[config.mk]
export PLATFORM = sky130hd
export DESIGN_NAME = usr_axil_csr_flat
export DESIGN_NICKNAME = d
export VERILOG_FILES = /design/src/rtl/usr_axil_csr_if.sv /design/src/rtl/usr_axil_csr.sv /design/src/flat_wrapper.sv
export SDC_FILE = /design/constraint.sdc
export NUM_CORES = 1
export LEC_CHECK = 0
export ABC_CLOCK_PERIOD_IN_PS = 6500
export BUFFER_PORTS_ARGS = -buffer_cell sky130_fd_sc_hd__buf_4
export CAP_MARGIN = 20
export CORE_MARGIN = 3
export CORE_UTILIZATION = 40
export DETAILED_ROUTE_END_ITERATION = 10
export MAX_ROUTING_LAYER = met4
export PLACE_DENSITY_LB_ADDON = 0.25
export SLEW_MARGIN = 5
export SYNTH_ARGS = -nofsm -noshare
export SYNTH_HDL_FRONTEND = slang
export SYNTH_SLANG_ARGS = --single-unit
[constraint.sdc]
create_clock -name user_clk -period 6.5 [get_ports user_clk]
set_input_delay 0.975 -clock user_clk [delete_from_list [all_inputs] [get_ports user_clk]]
set_output_delay 0.975 -clock user_clk [all_outputs]
set_load 0.05 [all_outputs]
[src/rtl/usr_axil_csr_if.sv]
// AXI-Lite bus bundle between a host-side master and the usr_axil_csr register block.
interface usr_axil_csr_if #(
  parameter int AXIL_AW = 32,
  parameter int AXIL_DW = 32
);
  logic [AXIL_AW-1:0]   s_axil_awaddr;
  logic                 s_axil_awvalid;
  logic                 s_axil_awready;
  logic [AXIL_DW-1:0]   s_axil_wdata;
  logic [AXIL_DW/8-1:0] s_axil_wstrb;
  logic                 s_axil_wvalid;
  logic                 s_axil_wready;
  logic [1:0]           s_axil_bresp;
  logic                 s_axil_bvalid;
  logic                 s_axil_bready;
  logic [AXIL_AW-1:0]   s_axil_araddr;
  logic                 s_axil_arvalid;
  logic                 s_axil_arready;
  logic [AXIL_DW-1:0]   s_axil_rdata;
  logic [1:0]           s_axil_rresp;
  logic                 s_axil_rvalid;
  logic                 s_axil_rready;

  modport slave (
    input  s_axil_awaddr, s_axil_awvalid, s_axil_wdata, s_axil_wstrb, s_axil_wvalid,
           s_axil_bready, s_axil_araddr, s_axil_arvalid, s_axil_rready,
    output s_axil_awready, s_axil_wready, s_axil_bresp, s_axil_bvalid,
           s_axil_arready, s_axil_rdata, s_axil_rresp, s_axil_rvalid
  );

  modport master (
    output s_axil_awaddr, s_axil_awvalid, s_axil_wdata, s_axil_wstrb, s_axil_wvalid,
           s_axil_bready, s_axil_araddr, s_axil_arvalid, s_axil_rready,
    input  s_axil_awready, s_axil_wready, s_axil_bresp, s_axil_bvalid,
           s_axil_arready, s_axil_rdata, s_axil_rresp, s_axil_rvalid
  );
endinterface

[src/rtl/usr_axil_csr.sv]
// AXI-Lite CSR block in front of the matmul core: start pulse, run/done tracking, cycle counter.
// Optional IRQ_EN register and level interrupt are enabled by defining USR_CSR_IRQ_EN.
module usr_axil_csr #(
  parameter int          AXIL_AW      = 32,
  parameter int          AXIL_DW      = 32,
  parameter logic [31:0] ADDR_CTRL    = 32'h0000_0000,
  parameter logic [31:0] ADDR_STATUS  = 32'h0000_1000,
  parameter logic [31:0] ADDR_CYCLES  = 32'h0000_1004,
  parameter logic [31:0] ADDR_SCRATCH = 32'h0000_1008
) (
  input  logic          user_clk,
  input  logic          user_resetn,
  usr_axil_csr_if.slave s_axil,
  output logic          core_start,
  input  logic          core_finish,
  output logic          irq
);
  localparam int          STRB_W      = AXIL_DW / 8;
  localparam logic [31:0] ADDR_IRQ_EN = 32'h0000_100C;
  localparam logic [1:0]  RESP_OKAY   = 2'b00;
  localparam logic [1:0]  RESP_SLVERR = 2'b10;

  typedef logic [13:0] widx_t;
  typedef enum logic [1:0] {ST_IDLE = 2'd0, ST_RUN = 2'd1, ST_DONE = 2'd2} state_t;

  function automatic logic is_mapped(input widx_t idx);
    logic hit;
    hit = (idx == ADDR_CTRL[15:2])   || (idx == ADDR_STATUS[15:2]) ||
          (idx == ADDR_CYCLES[15:2]) || (idx == ADDR_SCRATCH[15:2]);
`ifdef USR_CSR_IRQ_EN
    hit = hit || (idx == ADDR_IRQ_EN[15:2]);
`endif
    return hit;
  endfunction

  // Bus-side state
  logic                bus_en_q;
  logic                aw_vld_q;
  widx_t               aw_idx_q;
  logic                w_vld_q;
  logic [AXIL_DW-1:0]  wdata_q;
  logic [STRB_W-1:0]   wstrb_q;
  logic                bvalid_q;
  logic [1:0]          bresp_q;
  logic                rvalid_q;
  logic [AXIL_DW-1:0]  rdata_q, rdata_d;
  logic [1:0]          rresp_q, rresp_d;
  widx_t               rd_idx;

  // Core-side state
  state_t              state_q, state_d;
  logic                core_start_q;
  logic                start_err_q;
  logic [31:0]         cycles_q;
  logic [AXIL_DW-1:0]  scratch_q;
`ifdef USR_CSR_IRQ_EN
  logic                irq_en_q;
  logic                irq_q;
`endif

  logic awready, wready, arready;
  logic aw_hs, w_hs, ar_hs, b_hs, commit;
  logic wr_ctrl, wr_status, wr_scratch;
  logic start_req, clr_done, clr_err;
  logic busy, done, start_ok, start_err_set;
  logic unused_addr_bits;

  // bus_en_q keeps every ready low while reset is held and for the first edge after it.
  assign awready = bus_en_q & ~aw_vld_q & ~bvalid_q;
  assign wready  = bus_en_q & ~w_vld_q  & ~bvalid_q;
  assign arready = bus_en_q & ~rvalid_q;

  assign aw_hs  = s_axil.s_axil_awvalid & awready;
  assign w_hs   = s_axil.s_axil_wvalid  & wready;
  assign ar_hs  = s_axil.s_axil_arvalid & arready;
  assign b_hs   = bvalid_q & s_axil.s_axil_bready;
  assign commit = aw_vld_q & w_vld_q & ~bvalid_q;

  assign wr_ctrl    = commit && (aw_idx_q == ADDR_CTRL[15:2]);
  assign wr_status  = commit && (aw_idx_q == ADDR_STATUS[15:2]);
  assign wr_scratch = commit && (aw_idx_q == ADDR_SCRATCH[15:2]);
  assign start_req  = wr_ctrl   && wstrb_q[0] && wdata_q[0];
  assign clr_done   = wr_status && wstrb_q[0] && wdata_q[1];
  assign clr_err    = wr_status && wstrb_q[0] && wdata_q[2];

  assign s_axil.s_axil_awready = awready;
  assign s_axil.s_axil_wready  = wready;
  assign s_axil.s_axil_bvalid  = bvalid_q;
  assign s_axil.s_axil_bresp   = bresp_q;
  assign s_axil.s_axil_arready = arready;
  assign s_axil.s_axil_rvalid  = rvalid_q;
  assign s_axil.s_axil_rdata   = rdata_q;
  assign s_axil.s_axil_rresp   = rresp_q;
  assign core_start            = core_start_q;

  assign unused_addr_bits = ^{s_axil.s_axil_awaddr[AXIL_AW-1:16], s_axil.s_axil_awaddr[1:0],
                              s_axil.s_axil_araddr[AXIL_AW-1:16], s_axil.s_axil_araddr[1:0]};

  always_ff @(posedge user_clk or negedge user_resetn) begin
    if (!user_resetn) begin
      bus_en_q <= 1'b0;
      aw_vld_q <= 1'b0;
      aw_idx_q <= '0;
      w_vld_q  <= 1'b0;
      wdata_q  <= '0;
      wstrb_q  <= '0;
      bvalid_q <= 1'b0;
      bresp_q  <= RESP_OKAY;
    end else begin
      bus_en_q <= 1'b1;
      if (b_hs) begin
        aw_vld_q <= 1'b0;
        w_vld_q  <= 1'b0;
      end else begin
        if (aw_hs) begin
          aw_vld_q <= 1'b1;
          aw_idx_q <= s_axil.s_axil_awaddr[15:2];
        end
        if (w_hs) begin
          w_vld_q <= 1'b1;
          wdata_q <= s_axil.s_axil_wdata;
          wstrb_q <= s_axil.s_axil_wstrb;
        end
      end
      if (commit) begin
        bvalid_q <= 1'b1;
        bresp_q  <= is_mapped(aw_idx_q) ? RESP_OKAY : RESP_SLVERR;
      end else if (b_hs) begin
        bvalid_q <= 1'b0;
      end
    end
  end

  // Read data is captured at the AR handshake, so CYCLES reflects that instant.
  always_comb begin
    rd_idx  = s_axil.s_axil_araddr[15:2];
    rdata_d = '0;
    rresp_d = is_mapped(rd_idx) ? RESP_OKAY : RESP_SLVERR;
    case (rd_idx)
      ADDR_STATUS[15:2]:  rdata_d[2:0] = {start_err_q, done, busy};
      ADDR_CYCLES[15:2]:  rdata_d      = cycles_q;
      ADDR_SCRATCH[15:2]: rdata_d      = scratch_q;
`ifdef USR_CSR_IRQ_EN
      ADDR_IRQ_EN[15:2]:  rdata_d[0]   = irq_en_q;
`endif
      default:            rdata_d      = '0;
    endcase
  end

  always_ff @(posedge user_clk or negedge user_resetn) begin
    if (!user_resetn) begin
      rvalid_q <= 1'b0;
      rdata_q  <= '0;
      rresp_q  <= RESP_OKAY;
    end else if (ar_hs) begin
      rvalid_q <= 1'b1;
      rdata_q  <= rdata_d;
      rresp_q  <= rresp_d;
    end else if (s_axil.s_axil_rready) begin
      rvalid_q <= 1'b0;
    end
  end

  always_ff @(posedge user_clk or negedge user_resetn) begin
    if (!user_resetn) state_q <= ST_IDLE;
    else              state_q <= state_d;
  end

  always_comb begin
    state_d = state_q;
    case (state_q)
      ST_IDLE: if (start_req) state_d = ST_RUN;
      ST_RUN:  if (core_finish) state_d = ST_DONE;
      ST_DONE: begin
        if (start_req)     state_d = ST_RUN;
        else if (clr_done) state_d = ST_IDLE;
      end
      default: state_d = ST_IDLE;
    endcase
  end

  // A START that lands while running is refused, even when finish arrives the same cycle.
  always_comb begin
    busy          = (state_q == ST_RUN);
    done          = (state_q == ST_DONE);
    start_ok      = start_req && (state_q != ST_RUN);
    start_err_set = start_req && (state_q == ST_RUN);
  end

  always_ff @(posedge user_clk or negedge user_resetn) begin
    if (!user_resetn) begin
      core_start_q <= 1'b0;
      start_err_q  <= 1'b0;
      cycles_q     <= '0;
      scratch_q    <= '0;
    end else begin
      core_start_q <= start_ok;
      if (start_err_set)  start_err_q <= 1'b1;
      else if (clr_err)   start_err_q <= 1'b0;
      if (start_ok)                          cycles_q <= '0;
      else if (busy && (cycles_q != '1))     cycles_q <= cycles_q + 32'd1;
      for (int i = 0; i < STRB_W; i++) begin
        if (wr_scratch && wstrb_q[i]) scratch_q[8*i +: 8] <= wdata_q[8*i +: 8];
      end
    end
  end

`ifdef USR_CSR_IRQ_EN
  always_ff @(posedge user_clk or negedge user_resetn) begin
    if (!user_resetn) begin
      irq_en_q <= 1'b0;
      irq_q    <= 1'b0;
    end else begin
      if (commit && (aw_idx_q == ADDR_IRQ_EN[15:2]) && wstrb_q[0]) irq_en_q <= wdata_q[0];
      irq_q <= done & irq_en_q;
    end
  end
  assign irq = irq_q;
`else
  assign irq = 1'b0;
`endif

endmodule

[src/flat_wrapper.sv]
// flat-port wrapper written by rule: the top's interface ports become plain ports
module usr_axil_csr_flat 
#(
  parameter int          AXIL_AW      = 32,
  parameter int          AXIL_DW      = 32,
  parameter logic [31:0] ADDR_CTRL    = 32'h0000_0000,
  parameter logic [31:0] ADDR_STATUS  = 32'h0000_1000,
  parameter logic [31:0] ADDR_CYCLES  = 32'h0000_1004,
  parameter logic [31:0] ADDR_SCRATCH = 32'h0000_1008
)
  (user_clk, user_resetn, core_start, core_finish, irq, s_axil_s_axil_awaddr, s_axil_s_axil_awvalid, s_axil_s_axil_wdata, s_axil_s_axil_wstrb, s_axil_s_axil_wvalid, s_axil_s_axil_bready, s_axil_s_axil_araddr, s_axil_s_axil_arvalid, s_axil_s_axil_rready, s_axil_s_axil_awready, s_axil_s_axil_wready, s_axil_s_axil_bresp, s_axil_s_axil_bvalid, s_axil_s_axil_arready, s_axil_s_axil_rdata, s_axil_s_axil_rresp, s_axil_s_axil_rvalid);
  usr_axil_csr_if #(.AXIL_AW(AXIL_AW), .AXIL_DW(AXIL_DW)) s_axil_i ();
  input  logic user_clk;
  input  logic user_resetn;
  output logic core_start;
  input  logic core_finish;
  output logic irq;
  input wire logic [$bits(s_axil_i.s_axil_awaddr)-1:0] s_axil_s_axil_awaddr;
  input wire logic [$bits(s_axil_i.s_axil_awvalid)-1:0] s_axil_s_axil_awvalid;
  input wire logic [$bits(s_axil_i.s_axil_wdata)-1:0] s_axil_s_axil_wdata;
  input wire logic [$bits(s_axil_i.s_axil_wstrb)-1:0] s_axil_s_axil_wstrb;
  input wire logic [$bits(s_axil_i.s_axil_wvalid)-1:0] s_axil_s_axil_wvalid;
  input wire logic [$bits(s_axil_i.s_axil_bready)-1:0] s_axil_s_axil_bready;
  input wire logic [$bits(s_axil_i.s_axil_araddr)-1:0] s_axil_s_axil_araddr;
  input wire logic [$bits(s_axil_i.s_axil_arvalid)-1:0] s_axil_s_axil_arvalid;
  input wire logic [$bits(s_axil_i.s_axil_rready)-1:0] s_axil_s_axil_rready;
  output wire logic [$bits(s_axil_i.s_axil_awready)-1:0] s_axil_s_axil_awready;
  output wire logic [$bits(s_axil_i.s_axil_wready)-1:0] s_axil_s_axil_wready;
  output wire logic [$bits(s_axil_i.s_axil_bresp)-1:0] s_axil_s_axil_bresp;
  output wire logic [$bits(s_axil_i.s_axil_bvalid)-1:0] s_axil_s_axil_bvalid;
  output wire logic [$bits(s_axil_i.s_axil_arready)-1:0] s_axil_s_axil_arready;
  output wire logic [$bits(s_axil_i.s_axil_rdata)-1:0] s_axil_s_axil_rdata;
  output wire logic [$bits(s_axil_i.s_axil_rresp)-1:0] s_axil_s_axil_rresp;
  output wire logic [$bits(s_axil_i.s_axil_rvalid)-1:0] s_axil_s_axil_rvalid;
  assign s_axil_i.s_axil_awaddr = s_axil_s_axil_awaddr;
  assign s_axil_i.s_axil_awvalid = s_axil_s_axil_awvalid;
  assign s_axil_i.s_axil_wdata = s_axil_s_axil_wdata;
  assign s_axil_i.s_axil_wstrb = s_axil_s_axil_wstrb;
  assign s_axil_i.s_axil_wvalid = s_axil_s_axil_wvalid;
  assign s_axil_i.s_axil_bready = s_axil_s_axil_bready;
  assign s_axil_i.s_axil_araddr = s_axil_s_axil_araddr;
  assign s_axil_i.s_axil_arvalid = s_axil_s_axil_arvalid;
  assign s_axil_i.s_axil_rready = s_axil_s_axil_rready;
  assign s_axil_s_axil_awready = s_axil_i.s_axil_awready;
  assign s_axil_s_axil_wready = s_axil_i.s_axil_wready;
  assign s_axil_s_axil_bresp = s_axil_i.s_axil_bresp;
  assign s_axil_s_axil_bvalid = s_axil_i.s_axil_bvalid;
  assign s_axil_s_axil_arready = s_axil_i.s_axil_arready;
  assign s_axil_s_axil_rdata = s_axil_i.s_axil_rdata;
  assign s_axil_s_axil_rresp = s_axil_i.s_axil_rresp;
  assign s_axil_s_axil_rvalid = s_axil_i.s_axil_rvalid;
  usr_axil_csr #(.AXIL_AW(AXIL_AW), .AXIL_DW(AXIL_DW), .ADDR_CTRL(ADDR_CTRL), .ADDR_STATUS(ADDR_STATUS), .ADDR_CYCLES(ADDR_CYCLES), .ADDR_SCRATCH(ADDR_SCRATCH)) u_core (.user_clk(user_clk), .user_resetn(user_resetn), .s_axil(s_axil_i), .core_start(core_start), .core_finish(core_finish), .irq(irq));
endmodule
After elaboration in Yosys (flattened, before gate mapping) --
Cells that the tools add are included.
Word-level totals: flip-flop bits (word level) 159, input port bits 108, output and inout bits 43, word-level logic and storage cells 103
Cells by class: $add $sub $neg 1, equality and inequality tests 13, multiplexer cells 21, bitwise logic cells 16, reductions and logical operators 33
Operators with widths (count):
- equality test 14 x 11 -> 1 bit, second input constant | 6
- two-way mux 32 bit | 2
- one-hot mux 29 bit (2 select lines) | 1
- adder 32 x 1 -> 32 bit, second input constant | 1
- != test 32 bit, second input constant | 1
- zero test 14 bit | 2
- logical AND 1 bit | 15
- two-way mux 2 bit | 6
- nonzero test 2 bit | 6
- AND 1 bit | 11
- two-way mux 1 bit | 10
- one-hot mux 3 bit (3 select lines) | 1
- logical OR 1 bit | 6
- one-hot mux 2 bit (3 select lines) | 1
- inverter 1 bit | 5
- != test 2 x 1 -> 1 bit, second input constant | 2
- AND reduction 2 bit | 2
- != test 3 x 1 -> 1 bit, second input constant | 1
- AND reduction 3 bit | 1
- equality test 2 x 1 -> 1 bit, second input constant | 1
- equality test 2 bit, second input constant | 1
- zero test 2 bit | 1
- != test 2 bit, second input constant | 1

Depth between registers and ports, before layout --
Gate-level depths: netlist (run 1).
word-level depth 8, gate-level depth with buffers 7, gate-level depth less buffers 6

Worst setup path before layout (run 1) --
No wires, ideal clock.
path kind flip-flop to flip-flop, from reg u_core.bvalid_q, in the netlist u_core.s_axil.s_axil_bvalid, to reg u_core.wdata_q[10], setup time 0.125 ns, data arrival time 2.772 ns, required time 6.375 ns, slack 3.603 ns, cell stages (with the launch flop) 7, path buffers 2, period minus slack after synthesis 2.897 ns, path through dfrtp_1 > nand2b_1 > nor2_1 > and2_1 > clkbuf_1 > clkbuf_1 > mux2_2
On the way: word-level cells in the longest chain between the ends 4, elaborated cells between the ends (all ways) 6, classes of those cells bitwise (5); reduce/logical (1)
RTL lines:
- start, declared | RTL line usr_axil_csr.sv:43 | logic bvalid_q;
- start signal, assigned | RTL line usr_axil_csr.sv:107 | bvalid_q <= 1'b0;
- start signal, assigned | RTL line usr_axil_csr.sv:126 | bvalid_q <= 1'b1;
- start signal, assigned | RTL line usr_axil_csr.sv:129 | bvalid_q <= 1'b0;
- inverter 1 bit | RTL line usr_axil_csr.sv:70 | assign wready = bus_en_q & ~w_vld_q & ~bvalid_q;
- AND 1 bit | RTL line usr_axil_csr.sv:70
- net s_axil_s_axil_wready | RTL line flat_wrapper.sv:28 | output wire logic [$bits(s_axil_i.s_axil_wready)-1:0] s_axil_s_axil_wready;
- AND 1 bit | RTL line usr_axil_csr.sv:74 | assign w_hs = s_axil.s_axil_wvalid & wready;
- AND reduction 2 bit (no source line)
- end signal, assigned | RTL line usr_axil_csr.sv:121 | wdata_q <= s_axil.s_axil_wdata;
- end, declared | RTL line usr_axil_csr.sv:41 | logic [AXIL_DW-1:0] wdata_q;
The timed path passes the listed nets, and every way through them passes these cells. A chain may end at the register's enable or synchronous reset.

Final worst setup path (run 1) --
from in s_axil_s_axil_araddr[9], to reg u_core.rdata_q[3], in the netlist u_core.s_axil.s_axil_rdata[3]
On the way: word-level cells in the longest chain between the ends 2, elaborated cells between the ends (all ways) 3, classes of those cells eq/ne (2); mux (1)
RTL lines:
- start, declared | RTL line flat_wrapper.sv:24 | input wire logic [$bits(s_axil_i.s_axil_araddr)-1:0] s_axil_s_axil_araddr;
- equality test 14 x 11 -> 1 bit | RTL line usr_axil_csr.sv:139 | case (rd_idx)
- one-hot mux 29 bit (2 select lines) (*) | RTL line usr_axil_csr.sv:139
- end signal, assigned | RTL line usr_axil_csr.sv:157 | rdata_q <= rdata_d;
- end, declared | RTL line usr_axil_csr.sv:46 | logic [AXIL_DW-1:0] rdata_q, rdata_d;
Every way passes the cells marked *; elsewhere a longest branch is shown, timed or not.

==> results of run 1 <==
==> through the flow <==
step                      cell area [um2]  setup WS, ns  total power [W]  util [%]  std cells
after detailed placement             7911         3.493         0.001665     47.37        903
after CTS                            8501         3.923         0.002654     50.90        935
after floorplan                      6885         3.603         0.001521         -        600
after global routing                 8521         3.745         0.002752     51.02        936
after global placement               7884         3.210         0.001644     47.21        902
final                                8521         3.958         0.002617     51.02        936
==> layer usage <==
metal / global-route usage (%) / vias up / routed length [um]
li1: - / 2410 / -
met1: 23.03 / 2506 / 6840
met2: 27.41 / 106 / 7451
met3: 3.824 / 14 / 659
met4: 5.710 / 0 / 191
met5: - / - / 0
==> area by class of cell <==
type / instances / area [um2] / area share [%]
Multi-Input combinational cell: 403 / 2794 / 32.79
Sequential cell: 157 / 3929 / 46.11
Timing Repair Buffer: 115 / 899.6 / 10.56
Inverter: 9 / 33.78 / 0.3965
Tap cell: 220 / 275.3 / 3.231
Clock buffer: 17 / 425.4 / 4.993
Clock inverter: 15 / 163.9 / 1.924
==> worst min path at each step <==
stage	from	slack, ns	cells after the start	endpoint
final	u_core.s_axil.s_axil_rdata[13]$_DFFE_PN0P_	0.48	2	u_core.s_axil.s_axil_rdata[13]$_DFFE_PN0P_
after global routing	u_core.scratch_q[17]$_DFFE_PN0P_	0.52	1	u_core.scratch_q[17]$_DFFE_PN0P_
after detailed placement	u_core.s_axil.s_axil_rdata[13]$_DFFE_PN0P_	0.48	2	u_core.s_axil.s_axil_rdata[13]$_DFFE_PN0P_
after floorplan	u_core.state_q[0]$_DFFE_PN0P_	0.47	1	u_core.state_q[0]$_DFFE_PN0P_
after global placement	u_core.s_axil.s_axil_rdata[13]$_DFFE_PN0P_	0.47	2	u_core.s_axil.s_axil_rdata[13]$_DFFE_PN0P_
after CTS	u_core.s_axil.s_axil_rdata[13]$_DFFE_PN0P_	0.49	2	u_core.s_axil.s_axil_rdata[13]$_DFFE_PN0P_
==> power breakdown <==
group / switching (W) / internal, W
combinational: 0.000167 / 0.000212
clock: 0.000402 / 0.000571
sequential: 0.000114 / 0.00115
total: 0.000683 / 0.00193
==> state kept, by name, summed over array words and instances, names as in the netlist <==
register,cells
u_core.aw_idx_q,14
u_core.aw_vld_q,1
u_core.bus_en_q,1
u_core.core_start,1
u_core.cycles_q,32
u_core.s_axil.s_axil_bresp,1
u_core.s_axil.s_axil_bvalid,1
u_core.s_axil.s_axil_rdata,32
u_core.s_axil.s_axil_rresp,1
u_core.s_axil.s_axil_rvalid,1
u_core.scratch_q,32
u_core.start_err_q,1
u_core.state_q,2
u_core.w_vld_q,1
u_core.wdata_q,32
u_core.wstrb_q,4
==> Yosys cell counts, drive strengths merged, types with 2 or more instances <==
master	number
nor3b	2
inv	9
and2	4
mux2i	5
or3	11
clkbuf	24
o211ai	4
xnor2	3
a22oi	31
dfrtp	157
and3	8
nand4	11
conb	2
or4	7
buf	7
nor2	18
mux2	83
nand2	64
and4	4
nand2b	3
a211oi	2
o21ai	49
a21o	2
nor3	8
nor4	8
nor2b	2
a21oi	26
nor4bb	3
nand3	17
o31ai	6
==> cells in the final DEF, fill, tap and decap left out, types with 2 or more instances in the layout <==
master	synthesis	routed
a22oi_1	31	31
nand2_1	64	63
nor3_1	8	7
a21o_1	2	2
nor4_1	8	8
nor3b_1	2	2
nor4bb_1	3	3
and2_1	4	3
mux2_2	83	83
buf_4	5	112
nor2_1	18	18
dfrtp_1	157	157
nor2b_1	2	2
xnor2_1	3	3
clkbuf_16	0	17
inv_6	0	5
clkinvlp_4	0	5
bufinv_16	0	2
and4_1	4	4
a21oi_1	26	26
o211ai_1	4	4
or3_1	9	9
a211oi_1	2	2
o21ai_0	49	49
nand3_1	17	17
conb_1	2	4
nand2b_1	3	3
inv_1	9	9
clkinv_4	0	2
or4_1	6	6
mux2i_1	5	5
or3_2	2	2
and3_1	8	8
nand4_1	10	10
o31ai_1	6	6
==> kinds of logic (layout without fill, tap and decap cells) <==
family                     count (synthesis)  count (layout)
AOI/OAI and AO/OA                        132             132
xor gates and xnor gates                   3               3
adders and majority gates                  2               2
buffers and inverters                     40             156
DFF                                      157             157
muxes                                     88              88
other                                      2               4
and+or+nand+nor                          174             174
==> worst min-delay path: stages, from the launching register on <==
cell,delay (ns)
dfrtp_1,0.34
nand2_1,0.05
o21ai_0,0.06
==> reports/metrics.yaml, run 1 <==
worst_setup_path_end_kind: "flop"
finalSetupViolations: 0
io_pins: 151
synth_area_leaders: "dfrtp_1 (57%), mux2_2 (14%), o21ai_0 (3.6%)"
critPathBufInv: 2
grt_use_total_pct: 17.59
final_hold_viol_count: 0
min_path_type: "flop to flop"
fill_cells: 1512
crit_end: "u_core.s_axil.s_axil_rdata[3]$_DFFE_PN0P_"
fmax_mhz: 393.4
die_w_um: 137.1
status: "finished, final reports clean"
drc: 0
crit_start: "s_axil_s_axil_araddr[9]"
synthXorXnorAreaFrac_pct: 0.3820
synth_seq_cells: 157
synth.distinct_cells: 52
synth_top_area_share_pct: 57.12
fin_setup_tns_ns: 0
core_area_um2: 16700
nets: 812
worstSetupPathType: "primary input to flop"
cp_common_cell: "buf_4"
skew_ns: 0.009080
yosys.area.top_type: "dfrtp_1"
vias: 5036
cts_resized: 0
slowest_stage: "or4_1"
diodes: 0
cts_tree: "built"
grt_first_pass_wirelength_mm: 25.34
drive_gt1_share_pct: 33.38
slew_headroom_pct: 35.55
overflow: 0
power_density_nw_per_um2: 307.2
grt_pass1_vias: 5095
reg2reg_to: "u_core.cycles_q[2]$_DFFE_PN0P_"
ys.flop_type: "dfrtp_1"
min_period_ns: 2.542
synth_top_family_by_area: "multiplexers"
leakage_nw: 3.814
floorplan.rows: 47
detail_route.wl_per_cell_um: 16.18
cts_setup_buffers: 0
gp_congestion: 0.8606
rsz0062_at_grt: "false"
htreeDepth: 4
area_growth_pct: 23.89
crit_arrival_ns: 2.87
clock_path_buffers: 2
async_reset_ff_share_pct: 100.0
grt_max_degree: 91
tightest_slew_ns: 0.9668
syn-cell-area_um2: 6878
clk_latency_ns: 0.42
cts_hold_buf: 0
synthSimpleGateAreaFrac_pct: 13.32
ys_seq_area_share_pct: 57.12
place_hpwl_mm: 10.66
portBuffers: 111
drt-total-wl_mm: 15.14
path_cells: "buf_4 > or4_1 > nand4bb_1 > nor3_2 > buf_4 > a22oi_1 > o21ai_0"
first_iter_violations: 221
cpPeakStageDelay_ns: 0.53
fp.dieH_um: 137.1
clk_pin_slew_worst_paths_ns: 0.06
cp-start-kind: "primary input"
die-area_um2: 18800
r2r_cells: 5
drv_cap: 0
antenna_found_initial: 0
muxShareOfSynthArea_pct: 14.32
reg2reg_from: "u_core.aw_idx_q[3]$_DFFE_PN0P_"
slew_viol_final: 0
synth_compound_area_share_pct: 11.93
irDropWorstVdd_v: 0.0002117
syn_area_per_cell_um2: 11.50
synthAdderAreaFrac_pct: 0.3275
yosysWarnings: 0
worst_ep_required_time_ns: 6.83
drt_pre_antenna_iters: 4
vias_per_cell: 5.380
crit_family: "simple AND/OR/NAND/NOR gates"
rrSetupSlack_ns: 3.96
initial_core_util_pct: 41.18
path_depth: 7
worst_hold_slack_ns: 0.4834
ant_nets: 0
root_buffer: "clkbuf_16"
cts.sinks: 157
period_share_pct: 39.11
synth_edf_count: 0
synthCells: 598
cts-buffers-inserted: 17
crit_fanout: 29
Note: power is estimated with default switching activity, not from simulation.
==> inputs of run 2 (changes only) <==
--- a/config.mk
+++ b/config.mk
@@ -5,7 +5,7 @@
 export SDC_FILE = /design/constraint.sdc
 export NUM_CORES = 1
 export LEC_CHECK = 0
-export ABC_CLOCK_PERIOD_IN_PS = 6500
+export ABC_CLOCK_PERIOD_IN_PS = 2400
 export BUFFER_PORTS_ARGS = -buffer_cell sky130_fd_sc_hd__buf_4
 export CAP_MARGIN = 20
 export CORE_MARGIN = 3
==> constraint.sdc (replaced) <==
create_clock -name user_clk -period 2.4 [get_ports user_clk]
set_input_delay 0.36 -clock user_clk [delete_from_list [all_inputs] [get_ports user_clk]]
set_output_delay 0.36 -clock user_clk [all_outputs]
set_load 0.05 [all_outputs]
==> run 2 against run 1 <==
Via count grew 1.9%. Clock power rose to 3.0 times the previous value. Global-route usage is 0.059 points higher. Clock skew fell by 0.0017 ns. Highest routed layer unchanged. Cell area rose by 2.6%. Sequential power grew to 2.7 times the previous value. Die area stayed put. Sequential share of layout area shrank 1.2 points. Hold slack got worse by 0.36 ns. Non-clock buffer count is 17 higher. Clock-buffer cell count up 4. Sequential cell count did not move.
==> reports/metrics.yaml, run 2 (synthesis results as in run 1) <==
place_hpwl_mm: 10.84  # was 10.66 mm
cts-buffers-inserted: 17  # unchanged
slowest_stage: "or4_1"  # unchanged
pre_cts_ws_ns: 0.1003  # was 3.493 ns
ant_nets: 0  # unchanged
power_density_nw_per_um2: 844.2  # was 307.2 nW/um2
fin_area_um2: 8741  # was 8521 um2
drv_cap: 0  # unchanged
irDropWorstVdd_v: 0.0005700  # was 0.0002117 V
path_cells: "nand4_4 > buf_4 > nor4_1 > nand2_1 > or4_1 > a21oi_1"  # was buf_4 > or4_1 > nand4bb_1 > nor3_2 > buf_4 > a22oi_1 > o21ai_0
cpPeakStageDelay_ns: 0.56  # was 0.53 ns
antenna_found_initial: 0  # unchanged
cp-start-kind: "flop"  # was primary input
reg2reg_to: "u_core.cycles_q[20]$_DFFE_PN0P_"  # was u_core.cycles_q[2]$_DFFE_PN0P_
diodes: 0  # unchanged
area_growth_pct: 27.09  # was 23.89%
drc: 0  # unchanged
r2r_cells: 6  # was 5
nets: 829  # was 812
core_area_um2: 16700  # unchanged
leakage_nw: 3.938  # was 3.814 nW
drive_gt1_share_pct: 34.79  # was 33.38%
io_pins: 151  # unchanged
grt_max_degree: 64  # was 91
finalSetupViolations: 0  # unchanged
detail_route.wl_per_cell_um: 16.29  # was 16.18 um
cts.sinks: 157  # unchanged
slew_headroom_pct: 56.63  # was 35.55%
gp_congestion: 0.8453  # was 0.8606
drt-total-wl_mm: 15.52  # was 15.14 mm
status: "finished, final reports clean"  # unchanged
vias_per_cell: 5.387  # was 5.380
portBuffers: 111  # unchanged
crit_family: "simple AND/OR/NAND/NOR gates"  # unchanged
final_hold_viol_count: 0  # unchanged
tightest_slew_ns: 0.6342  # was 0.9668 ns
place_area_um2: 8084  # was 7911 um2
grt_first_pass_wirelength_mm: 25.50  # was 25.34 mm
grt_pass1_vias: 5273  # was 5095
first_iter_violations: 255  # was 221
mostFrequentLayoutCells: "dfrtp_1 (157), buf_4 (126), mux2_2 (83)"  # was dfrtp_1 (157), buf_4 (112), mux2_2 (83)
die-area_um2: 18800  # unchanged
worstSetupPathType: "flop to flop"  # was primary input to flop
vias: 5134  # was 5036
min_period_ns: 2.268
reg2reg_from: "u_core.cycles_q[5]$_DFFE_PN0P_"  # was u_core.aw_idx_q[3]$_DFFE_PN0P_
root_buffer: "clkbuf_16"  # unchanged
critPathBufInv: 1  # was 2
overflow: 0  # unchanged
clk_pin_slew_worst_paths_ns: 0.06  # about the same
clock_path_buffers: 2  # unchanged
die_w_um: 137.1  # unchanged
rrSetupSlack_ns: 0.13  # was 3.96 ns
crit_end: "u_core.cycles_q[20]$_DFFE_PN0P_"  # was u_core.s_axil.s_axil_rdata[3]$_DFFE_PN0P_
fp.dieH_um: 137.1  # unchanged
worst_ep_required_time_ns: 2.74  # was 6.83 ns
path_depth: 6  # was 7
initial_core_util_pct: 41.18  # unchanged
cts_setup_buffers: 0  # unchanged
slew_viol_final: 0  # unchanged
final_common_cell: "dfrtp_1"  # unchanged
worst_setup_path_end_kind: "flop"  # unchanged
fin_ws_ns: 0.1320  # was 3.958 ns
fin_setup_tns_ns: 0  # unchanged
crit_start: "u_core.cycles_q[5]$_DFFE_PN0P_"  # was s_axil_s_axil_araddr[9]
clk_latency_ns: 0.42  # about the same
htreeDepth: 4  # unchanged
grt_use_total_pct: 17.65  # was 17.59%
rsz0062_at_grt: "false"  # unchanged
min_path_type: "primary input to flop"  # was flop to flop
skew_ns: 0.007402  # was 0.009080 ns
fmax_mhz: 440.9
crit_arrival_ns: 2.61  # was 2.87 ns
period_share_pct: 94.50
cts_tree: "built"  # unchanged
floorplan.rows: 47  # unchanged
drt_pre_antenna_iters: 7  # was 4
crit_fanout: 13  # was 29
fill_cells: 1511  # was 1512
-- run 2: cell count changes in the layout (fill, tap and decap cells not counted), moves of 3 or more --
cell,previous run,this run
buf_12,1,4
clkbuf_1,0,3
inv_6,5,0
bufinv_16,2,5
clkinvlp_4,5,1
buf_4,112,126
-- run 2: stage by stage --
stage / util, % / hold WS, ns / power, W / instances
after global routing: 52.34 / 0.1195 / 0.007728 / 953
final: 52.34 / 0.1282 / 0.007379 / 953
after floorplan: - / 0.06441 / 0.004142 / 600
after detailed placement: 48.40 / 0.3009 / 0.004528 / 920
after CTS: 52.30 / 0.1101 / 0.007461 / 953
after global placement: 48.40 / 0.2945 / 0.004470 / 920
-- run 2: worst min path at each step --
| stage | from | to | cells after the start |
|---|---|---|---|
| after global placement | user_resetn | u_core.wdata_q[20]$_DFFE_PN0P_ | 1 |
| after global routing | s_axil_s_axil_rready | u_core.s_axil.s_axil_rvalid$_DFFE_PN0P_ | 2 |
| final | s_axil_s_axil_rready | u_core.s_axil.s_axil_rvalid$_DFFE_PN0P_ | 2 |
| after floorplan | user_resetn | u_core.aw_idx_q[0]$_DFFE_PN0P_ | 0 |
| after detailed placement | user_resetn | u_core.wdata_q[20]$_DFFE_PN0P_ | 1 |
| after CTS | s_axil_s_axil_bready | u_core.s_axil.s_axil_bvalid$_DFFE_PN0P_ | 2 |
-- run 2: what timing repair did --
item	4_1_cts	5_1_grt
gates resized for setup	0	1
hold buffers	1	0
endpoints found under the hold margin	40	0
setup endpoints to repair	0	16
-- run 2: worst reg2reg max path: stages, from the launching register on --
cell	delay, ns
dfrtp_1	0.48
nand4_4	0.13
buf_4	0.18
nor4_1	0.35
nand2_1	0.35
or4_1	0.56
a21oi_1	0.16
-- run 2: power by group --
part | switching, W | internal (W)
combinational | 0.000456 | 0.000594
clock | 0.00103 | 0.00187
sequential | 0.000306 | 0.00312
total | 0.00179 | 0.00559
-- run 2: final cells by class --
type / count / area [um2] / area share (%)
tap: 220 / 275.3 / 3.149
sequential: 157 / 3929 / 44.95
clock buffer: 21 / 450.4 / 5.153
timing repair buffer: 132 / 1047 / 11.98
inverter: 9 / 33.78 / 0.3865
clock inverter: 11 / 190.2 / 2.176
multi-input combinational: 403 / 2815 / 32.21
-- run 2: layer usage --
metal | part of all wire, % | vias to the layer above | wire, um | global-route usage, %
met2 | 48 | 142 | 7392 | 27.79
met5 | 0 | - | 0 | -
met3 | 6.4 | 21 | 1001 | 4.853
met4 | 1.6 | 0 | 250 | 6.264
met1 | 44 | 2538 | 6879 | 21.97
li1 | - | 2433 | - | -
